===== src/rtl/color_correction_matrix_pkg.sv =====
// Shared types and constants for the colour correction matrix.
// Coefficients are signed fixed point with FRAC fractional bits.
package isp_ccm_pkg;

    localparam int COEF_W       = 12;
    localparam int FRAC         = 8;
    localparam int CCM_ADDR_MAX = 8;
    localparam int PROD_W       = COEF_W + 9;
    localparam int SUM_W        = PROD_W + 2;
    localparam int RND_W        = SUM_W - FRAC;

    typedef logic signed [COEF_W-1:0] coef_t;
    typedef coef_t [0:2] row_t;
    typedef row_t [0:2] bank_t;

    function automatic bank_t ccm_identity();
        bank_t b;
        b = '0;
        for (int k = 0; k < 3; k++) begin
            b[k][k] = coef_t'(1 << FRAC);
        end
        return b;
    endfunction

    localparam bank_t CCM_IDENTITY = ccm_identity();

endpackage


===== src/rtl/color_correction_matrix_if.sv =====
// Pixel stream and coefficient port bundle for the colour correction matrix.
// CCM_CLIP_COUNT_EN adds the oClipCnt statistics output.
interface color_correction_matrix_if;
    import isp_ccm_pkg::*;

    logic [7:0] iR;
    logic [7:0] iG;
    logic [7:0] iB;
    logic       iValid;
    logic       iDone;
    logic       iCoefWe;
    logic [3:0] iCoefAddr;
    coef_t      iCoefData;
    logic [7:0] oR;
    logic [7:0] oG;
    logic [7:0] oB;
    logic       oValid;
    logic       oDone;
`ifdef CCM_CLIP_COUNT_EN
    logic [15:0] oClipCnt;

    modport master (
        output iR, iG, iB, iValid, iDone, iCoefWe, iCoefAddr, iCoefData,
        input  oR, oG, oB, oValid, oDone, oClipCnt
    );
    modport slave (
        input  iR, iG, iB, iValid, iDone, iCoefWe, iCoefAddr, iCoefData,
        output oR, oG, oB, oValid, oDone, oClipCnt
    );
`else
    modport master (
        output iR, iG, iB, iValid, iDone, iCoefWe, iCoefAddr, iCoefData,
        input  oR, oG, oB, oValid, oDone
    );
    modport slave (
        input  iR, iG, iB, iValid, iDone, iCoefWe, iCoefAddr, iCoefData,
        output oR, oG, oB, oValid, oDone
    );
`endif

endinterface


===== src/rtl/color_correction_matrix_channel.sv =====
// One matrix row: three products, rounded sum, clamp to 8 bits.
// Three register stages; clip flags the value entering the last stage.
module ccm_channel
    import isp_ccm_pkg::*;
(
    input  logic       clk,
    input  logic       reset,
    input  logic [7:0] r,
    input  logic [7:0] g,
    input  logic [7:0] b,
    input  row_t       coef,
    output logic [7:0] pix,
    output logic       clip
);

    localparam logic signed [SUM_W-1:0] HALF = SUM_W'(1 << (FRAC - 1));

    logic signed [8:0]        px   [3];
    logic signed [PROD_W-1:0] prod [3];
    logic signed [SUM_W-1:0]  sum;
    logic signed [RND_W-1:0]  rnd;
    logic                     low;
    logic                     high;

    assign px[0] = $signed({1'b0, r});
    assign px[1] = $signed({1'b0, g});
    assign px[2] = $signed({1'b0, b});

    assign sum  = prod[0] + prod[1] + prod[2] + HALF;
    assign low  = rnd < 0;
    assign high = rnd > 255;
    assign clip = low | high;

    // S1: register the three signed products against the active row
    always_ff @(posedge clk) begin
        for (int j = 0; j < 3; j++) begin
            if (reset) prod[j] <= '0;
            else       prod[j] <= px[j] * $signed(coef[j]);
        end
    end

    // S2: register the rounded, rescaled row sum
    always_ff @(posedge clk) begin
        if (reset) rnd <= '0;
        else       rnd <= RND_W'(sum >>> FRAC);
    end

    // S3: register the clamped 8-bit result
    always_ff @(posedge clk) begin
        if (reset)     pix <= '0;
        else if (low)  pix <= 8'd0;
        else if (high) pix <= 8'd255;
        else           pix <= rnd[7:0];
    end

endmodule


===== src/rtl/color_correction_matrix.sv =====
// Streaming 3x3 colour correction with shadow/active coefficient banks.
// Optional CCM_CLIP_COUNT_EN adds a per-frame clipped-pixel counter.
module color_correction_matrix
    import isp_ccm_pkg::*;
#(
    parameter int width  = 320,
    parameter int height = 240
) (
    input logic                     clk,
    input logic                     reset,
    color_correction_matrix_if.slave bus
);

    localparam int PIX_N = width * height;
    localparam int CNT_W = $clog2(PIX_N);
    localparam logic [CNT_W-1:0] LAST = CNT_W'(PIX_N - 1);

    bank_t            shadow;
    bank_t            active;
    logic             pending;
    logic             commit;
    logic             idle;
    logic             wr_ok;
    logic [1:0]       wrow;
    logic [1:0]       wcol;
    logic [CNT_W-1:0] cnt;
    logic [2:0]       vld;
    logic [2:0]       dn;
    logic [7:0]       pix [3];
    logic [2:0]       clip;

    assign wr_ok  = bus.iCoefWe && (bus.iCoefAddr <= 4'(CCM_ADDR_MAX));
    assign idle   = (cnt == '0) && (vld == 3'b000);
    assign commit = pending && (bus.iDone || idle);

    // Split the row-major coefficient address into row and column
    always_comb begin
        wrow = 2'(bus.iCoefAddr / 4'd3);
        wcol = 2'(bus.iCoefAddr % 4'd3);
    end

    // Shadow writes; copy to active only at a frame boundary or when idle
    always_ff @(posedge clk) begin
        if (reset) begin
            shadow  <= CCM_IDENTITY;
            active  <= CCM_IDENTITY;
            pending <= 1'b0;
        end else begin
            if (commit) active <= shadow;
            if (wr_ok) begin
                shadow[wrow][wcol] <= bus.iCoefData;
                pending            <= 1'b1;
            end else if (commit) begin
                pending <= 1'b0;
            end
        end
    end

    // Pixel position within the frame; end-of-frame pulse restarts it
    always_ff @(posedge clk) begin
        if (reset || bus.iDone) cnt <= '0;
        else if (bus.iValid)    cnt <= (cnt == LAST) ? '0 : cnt + CNT_W'(1);
    end

    // Valid and done ride alongside the three datapath stages
    always_ff @(posedge clk) begin
        if (reset) begin
            vld <= '0;
            dn  <= '0;
        end else begin
            vld <= {vld[1:0], bus.iValid};
            dn  <= {dn[1:0], bus.iDone};
        end
    end

    for (genvar k = 0; k < 3; k++) begin : g_ch
        ccm_channel u_ch (
            .clk   (clk),
            .reset (reset),
            .r     (bus.iR),
            .g     (bus.iG),
            .b     (bus.iB),
            .coef  (active[k]),
            .pix   (pix[k]),
            .clip  (clip[k])
        );
    end

    assign bus.oR     = pix[0];
    assign bus.oG     = pix[1];
    assign bus.oB     = pix[2];
    assign bus.oValid = vld[2];
    assign bus.oDone  = dn[2];

`ifdef CCM_CLIP_COUNT_EN
    logic [2:0]  first;
    logic [15:0] clip_cnt;

    // Mark the first pixel of each frame as it travels down the pipe
    always_ff @(posedge clk) begin
        if (reset) first <= '0;
        else       first <= {first[1:0], bus.iValid && (cnt == '0)};
    end

    // Count clipped pixels at S3; restart on a new frame, saturate at max
    always_ff @(posedge clk) begin
        if (reset) begin
            clip_cnt <= '0;
        end else if (vld[1]) begin
            if (first[1])
                clip_cnt <= {15'd0, |clip};
            else if (|clip && clip_cnt != 16'hFFFF)
                clip_cnt <= clip_cnt + 16'd1;
        end
    end

    assign bus.oClipCnt = clip_cnt;
`else
    logic unused_clip;
    assign unused_clip = ^clip;
`endif

endmodule


===== src/flat_wrapper.sv =====
// flat-port wrapper written by rule: the top's interface ports become plain ports
module color_correction_matrix_flat import isp_ccm_pkg::*;
#(
    parameter int width  = 320,
    parameter int height = 240
)
  (clk, reset, bus_iR, bus_iG, bus_iB, bus_iValid, bus_iDone, bus_iCoefWe, bus_iCoefAddr, bus_iCoefData, bus_oR, bus_oG, bus_oB, bus_oValid, bus_oDone);
  color_correction_matrix_if bus_i ();
  input logic clk;
  input logic reset;
  input wire logic [$bits(bus_i.iR)-1:0] bus_iR;
  input wire logic [$bits(bus_i.iG)-1:0] bus_iG;
  input wire logic [$bits(bus_i.iB)-1:0] bus_iB;
  input wire logic [$bits(bus_i.iValid)-1:0] bus_iValid;
  input wire logic [$bits(bus_i.iDone)-1:0] bus_iDone;
  input wire logic [$bits(bus_i.iCoefWe)-1:0] bus_iCoefWe;
  input wire logic [$bits(bus_i.iCoefAddr)-1:0] bus_iCoefAddr;
  input wire logic [$bits(bus_i.iCoefData)-1:0] bus_iCoefData;
  output wire logic [$bits(bus_i.oR)-1:0] bus_oR;
  output wire logic [$bits(bus_i.oG)-1:0] bus_oG;
  output wire logic [$bits(bus_i.oB)-1:0] bus_oB;
  output wire logic [$bits(bus_i.oValid)-1:0] bus_oValid;
  output wire logic [$bits(bus_i.oDone)-1:0] bus_oDone;
  assign bus_i.iR = bus_iR;
  assign bus_i.iG = bus_iG;
  assign bus_i.iB = bus_iB;
  assign bus_i.iValid = bus_iValid;
  assign bus_i.iDone = bus_iDone;
  assign bus_i.iCoefWe = bus_iCoefWe;
  assign bus_i.iCoefAddr = bus_iCoefAddr;
  assign bus_i.iCoefData = bus_iCoefData;
  assign bus_oR = bus_i.oR;
  assign bus_oG = bus_i.oG;
  assign bus_oB = bus_i.oB;
  assign bus_oValid = bus_i.oValid;
  assign bus_oDone = bus_i.oDone;
  color_correction_matrix #(.width(width), .height(height)) u_core (.clk(clk), .reset(reset), .bus(bus_i));
endmodule

===== config.mk =====
export PLATFORM = sky130hd
export DESIGN_NAME = color_correction_matrix_flat
export DESIGN_NICKNAME = d
export VERILOG_FILES = /design/src/rtl/color_correction_matrix_pkg.sv /design/src/rtl/color_correction_matrix_if.sv /design/src/rtl/color_correction_matrix_channel.sv /design/src/rtl/color_correction_matrix.sv /design/src/flat_wrapper.sv
export SDC_FILE = /design/constraint.sdc
export NUM_CORES = 2
export LEC_CHECK = 0
export ABC_AREA = 1
export BUFFER_PORTS_ARGS = -buffer_cell sky130_fd_sc_hd__buf_2
export CAP_MARGIN = 0
export CORE_UTILIZATION = 38
export CTS_BUF_LIST = sky130_fd_sc_hd__clkbuf_16
export DETAILED_ROUTE_END_ITERATION = 7
export SLEW_MARGIN = 10
export SYNTH_ARGS = -nofsm -noshare
export SYNTH_HDL_FRONTEND = slang
export SYNTH_SLANG_ARGS = --single-unit

===== constraint.sdc =====
create_clock -name clk -period 13.5 [get_ports clk]
set_input_delay 2.025 -clock clk [delete_from_list [all_inputs] [get_ports clk]]
set_output_delay 2.025 -clock clk [all_outputs]
set_load 0.05 [all_outputs]

Word level (Yosys, flattened, before mapping). Memories as Yosys holds them, arrays and structs flattened. Index checks and enable logic that the tools add are counted.

Bitwise logic cells: 11. Eq/ne operators: 1. Reductions and logical operators: 13. Order comparisons: 11. Multiplexer cells: 23. Divide/modulo/power cells: 2. Add/sub/neg operators: 10. $mul: 9.

Operator list (count): $mul 9x12->21 (9); $mux 21 (9); $bwmux 108 (1); $demux 36 s2 (1); $add 22x21->23 (3); $add 23x9->23 const B (3); $add 21x21->22 (3); $gt 15x9->1 const B (3); $lt 15x1->1 const B (3); $mux 36 (1); $demux 12 s2 (1); $mux 8 (3); $add 17x1->17 const B (1); $eq 17x17->1 const B (1); $logic_not 17->1 (1); $mux 17 (1); $mux 12 (1); $or 1x1->1 (9); $ge 3x3->1 const B (2); $lt 3x1->1 const B (2); $not 2->3 (2); $reduce_or 2->1 (3); $logic_and 1x1->1 (5); $mux 1 (5); other kinds (6) (7).

Logic and storage cells: 111. Bits in writable memories: 189. Output and inout bits: 26. Memories: 3. Register bits: 309. Input port bits: 45.

Memory list: u_core.g_ch[0].u_ch.prod (words 3, width 21, rd ports 3, clocked after Yosys merged registers in 0, write ports 3, line color_correction_matrix_channel.sv:19) `logic signed [PROD_W-1:0] prod [3];`; u_core.g_ch[1].u_ch.prod (words 3, width 21, rd ports 3, clocked after Yosys merged registers in 0, write ports 3, line color_correction_matrix_channel.sv:19); u_core.g_ch[2].u_ch.prod (words 3, width 21, rd ports 3, clocked after Yosys merged registers in 0, write ports 3, line color_correction_matrix_channel.sv:19).

Longest topological paths before layout.
Word-level depth: 9. Depth in mapped cells: 23. Gate-level depth less buffers: 21.

Modules after synthesis. From an unflattened synthesis, not the netlist that was laid out.

Cells, all modules: 7706. Area, all modules: 56243.9 um^2.

By module, submodules not included: ccm_channel at u_core.g_ch[0].u_ch (area each 15356.0 um^2, sequential area each 1721.7 um^2, cells each 2074, times used 1); ccm_channel at u_core.g_ch[2].u_ch (area each 15346.0 um^2, sequential area each 1721.7 um^2, cells each 2072, times used 1); ccm_channel at u_core.g_ch[1].u_ch (area each 15338.5 um^2, sequential area each 1721.7 um^2, cells each 2068, times used 1); color_correction_matrix (area each 10203.5 um^2, sequential area each 4804.6 um^2, cells each 1492, times used 1).

Worst setup path after synthesis. Ideal clock, no wire load.

Path type: in2reg. Start: input port bus_iB[2]. End: memory u_core.g_ch[0].u_ch.prod[2][20] in the netlist's numbering. Data required time: 13387 ps. Path buffers: 2. Arrival time: 5945 ps. Slack: 7442 ps. Library setup time: 113 ps. Cell stages on the path: 20. Cells stage by stage: clkbuf_1 > clkbuf_1 > nand2_1 > fa_1 > inv_1 > fa_1 > inv_1 > fa_1 > fa_1 > inv_1 > ha_1 > inv_1 > o21ai_0 > nand3_1 > nand2_1 > a21oi_1 > nand2_1 > nand2_1 > nand2_1 > nor2_1.

RTL lines: start, declared (line flat_wrapper.sv:13) `input wire logic [$bits(bus_i.iB)-1:0] bus_iB;`; end, declared (line color_correction_matrix_channel.sv:19).

==> run summary <==
post-synthesis mux area share = 0%
# diodes = 0
share of the synthesized area in the top cell type = 26.99%
simple-gate share of the synthesized area = 20.38%
Post-Route WL = 142.4 mm
initial antenna violation count = 2
Worst R2R End = u_core.g_ch[0].u_ch.prod[2][20]$_SDFF_PP0_
setup TNS = 0 ns
Max clock buf depth = 3
routed len/inst = 14.88 µm
fin crit period = 6.179 ns
Vias/cell = 4.751
Critical Path Max Stage Delay = 0.79 ns
vias in the first global route = 45980
final net count = 8897
RD Place Congestion = 0.8804
Initial Utilization = 38.27%
core area = 147700 µm²
Critical Path Source Type = primary input
Pwr per Cell Area = 110.3 nW/µm²
Crit path top cell by count = nand2_1
Distinct cells, synth = 36
most frequent cells in the layout = inv_1, nand2_1, fa_1, nor2_1, ha_1
first-pass GRT wire length = 237.7 mm
compound-gate portion of the synthesized area = 6.828%
crit-path cells = buf_2 > nand2_1 > fa_1 > inv_1 > fa_1 > inv_1 > fa_1 > fa_1 > inv_1 > ha_1 > inv_1 > o21ai_0 > nand3_1 > nand2_1 > a21oi_1 > nand2_1 > nand2_1 > nand2_1 > nor2_1
xor/xnor share of the synthesized area = 0.8369%
R2R cell count = 18
Die H = 387.6 µm
max cap viols = 0
footprint of the multi-input gates = 37410 µm²
Peak Freq = 161.8 MHz
CP Capture Point = u_core.g_ch[0].u_ch.prod[2][20]$_SDFF_PP0_
Die Area = 150300 µm²
Final Hold Vio Count = 0
syn avg cell area = 7.260 µm²
Antenna Violating Nets Remaining = 0
Rel. slew slack = 27.02%
RR Startpoint = u_core.active[83]$_SDFFE_PP0P_
Worst-Margin Slew = 1.092 ns
WP depth = 19
Yosys warning count = 0
CP delay by family, top = adder cells
outcome = finished, final reports clean
via count = 45460
Synth area leader = fa_1
clock sinks = 498
initial detailed-routing violation count = 3042
CP Launch Point = bus_iB[0]
post-CTS setup buffers = 0
largest net degree at the start of global routing = 216
Buf/Inv on CP = 5
Cells after Synth = 7784
Area Overhead vs Synth = 6.571%
Slew Limit Fails = 0
CP max stage cell = fa_1
Reg area = 9973 µm²
r2r setup slk = 8.69 ns
#FFs+latches synth = 498
Mapped Area = 56510 µm²
crit-path max FO = 34
H-tree depth = 2
main combinational cell family by area after synthesis = adder cells
async set or reset register ratio after synthesis = 0%
fraction of layout cells with a size suffix above 1 = 2.815%
fillers = 15190
Main synth FF type = dfxtp_1
most common cell after layout, fill and taps aside = inv_1
Critical Path RT = 14.04 ns
CTS tree = built
Hold Path Class = reg2reg
Crit. End Element = flip-flop
GRT Total Usage = 19.31%
post-CTS resize count = 0
unrepaired setup endpoints after global routing = false
static leakage = 0.03443 µW
Die X = 387.6 µm
DR DRC count = 0
WS Path Type = in2reg
hold_buf cts = 0
latest clock arrival within the worst-skew pair = 0.69 ns
Final Hold Slack = 0.4064 ns
Final Skew = 0.05253 ns
Clk Tree Root Cell = clkbuf_16
Area contributors post-synth = fa_1, dfxtp_1, inv_1
post-synthesis sequential area ratio = 17.64%
WP data arrival = 6.72 ns
IO Count = 71
Core Rows = 141
1st-pass router iterations = 5
total grt overflow = 0
post-synthesis adder-cell area fraction = 38.13%
IO buf count = 70
clock slew at reported path FFs = 0.06 ns
Max IR drop VDD = 109.2 µV
syn_nets = 9094
cts bufs inserted = 60
number of setup violations in the final report = 0
hpwl dp = 110.6 mm
EDFF count, synth = 0
final period utilization = 45.77%
## metrics by stage
step | cells | utilization, % | area (µm²) | total power, µW | setup slack, ns
2_1_floorplan | 7784 | - | 56510 | 4092 | 7.442
3_3_place_gp | 9455 | 39.32 | 58060 | 4882 | 6.791
3_5_place_dp | 9455 | 39.32 | 58060 | 4909 | 6.699
4_1_cts | 9569 | 40.79 | 60230 | 6737 | 7.374
5_1_grt | 9569 | 40.79 | 60230 | 7254 | 6.887
6_report | 9569 | 40.79 | 60230 | 6644 | 7.321
## synthesized netlist by cell type (4+ instances only)
cell type and count:
and2_1 15, dfxtp_1 498, buf_1 28, buf_2 56, clkinv_1 11, a22oi_1 8, a31oi_1 6, o21a_1 22
nand4_1 130, o21ai_0 154, xnor2_1 33, a21oi_1 461, xor2_1 21, a21o_1 29, buf_4 5, or2_2 4
nand2_1 1758, nand2_2 5, inv_1 2052, nand3_1 274, ha_1 503, fa_1 762, clkbuf_1 257, nor3_1 57
and3_1 5, o21bai_1 38, nor2_1 571
## sequential cells by signal (all words and copies together) (netlist names)
signal / cells
u_core.g_ch.u_ch.prod: 189
u_core.pending: 1
u_core.g_ch.u_ch.pix: 24
u_core.cnt: 17
u_core.dn: 3
u_core.active: 108
u_core.vld: 3
u_core.g_ch.u_ch.rnd: 45
u_core.shadow: 108
## final cells by class
| type | count | area share, % |
|---|---|---|
| Multi-Input combinational cell | 4873 | 62.12 |
| Sequential cell | 498 | 16.56 |
| Inverter | 2066 | 12.89 |
| Tap cell | 1930 | 4.010 |
| Clock buffer | 61 | 2.535 |
| Clock inverter | 53 | 1.060 |
| Timing Repair Buffer | 88 | 0.8310 |
## per-layer routing
metal  wire length (µm)  global-route usage, %  up-vias
met2              67590                  33.25      931
met5                 15                      0        -
met3               5982                  2.013      182
li1                   -                      -    22580
met4               4047                  5.361        2
met1              64760                  25.58    21770
## worst reg2reg max path, delay by kind of cell (launching register included)
family	cells	cell delay, ns
AOI/OAI and AO/OA	2	0.28
adders and majority gates	5	2.72
buffers and inverters	4	0.35
DFF	1	0.62
and+or+nand+nor	7	0.70
## worst min path at each step
stage	startpoint	endpoint	slack (ns)	cells past startpoint
CTS	u_core.dn[1]$_SDFF_PP0_	u_core.dn[2]$_SDFF_PP0_	0.41	2
finish	u_core.dn[1]$_SDFF_PP0_	u_core.dn[2]$_SDFF_PP0_	0.41	2
global route	u_core.dn[0]$_SDFF_PP0_	u_core.dn[1]$_SDFF_PP0_	0.43	2
detailed placement	u_core.dn[1]$_SDFF_PP0_	u_core.dn[2]$_SDFF_PP0_	0.40	2
floorplan	u_core.dn[0]$_SDFF_PP0_	u_core.dn[1]$_SDFF_PP0_	0.39	2
global placement	u_core.dn[0]$_SDFF_PP0_	u_core.dn[1]$_SDFF_PP0_	0.39	2
## power by group
group	internal [µW]	switching, µW	total, µW	leakage, µW
Sequential	1710	216	1920	0.00408
Clock	1050	737	1780	0.00105
Combinational	999	1940	2940	0.0293
## logic make-up (layout without fill, tap and decap cells)
kind of cell,after synthesis,count (layout)
AND/OR/NAND/NOR,2834,2834
AO/OA/AOI/OAI,720,720
adder cells (fa/ha/maj),1265,1265
XOR/XNOR,54,54
buffers and inverters,2413,2268
flip-flops,498,498
Note: power is estimated with default switching activity, not from simulation.
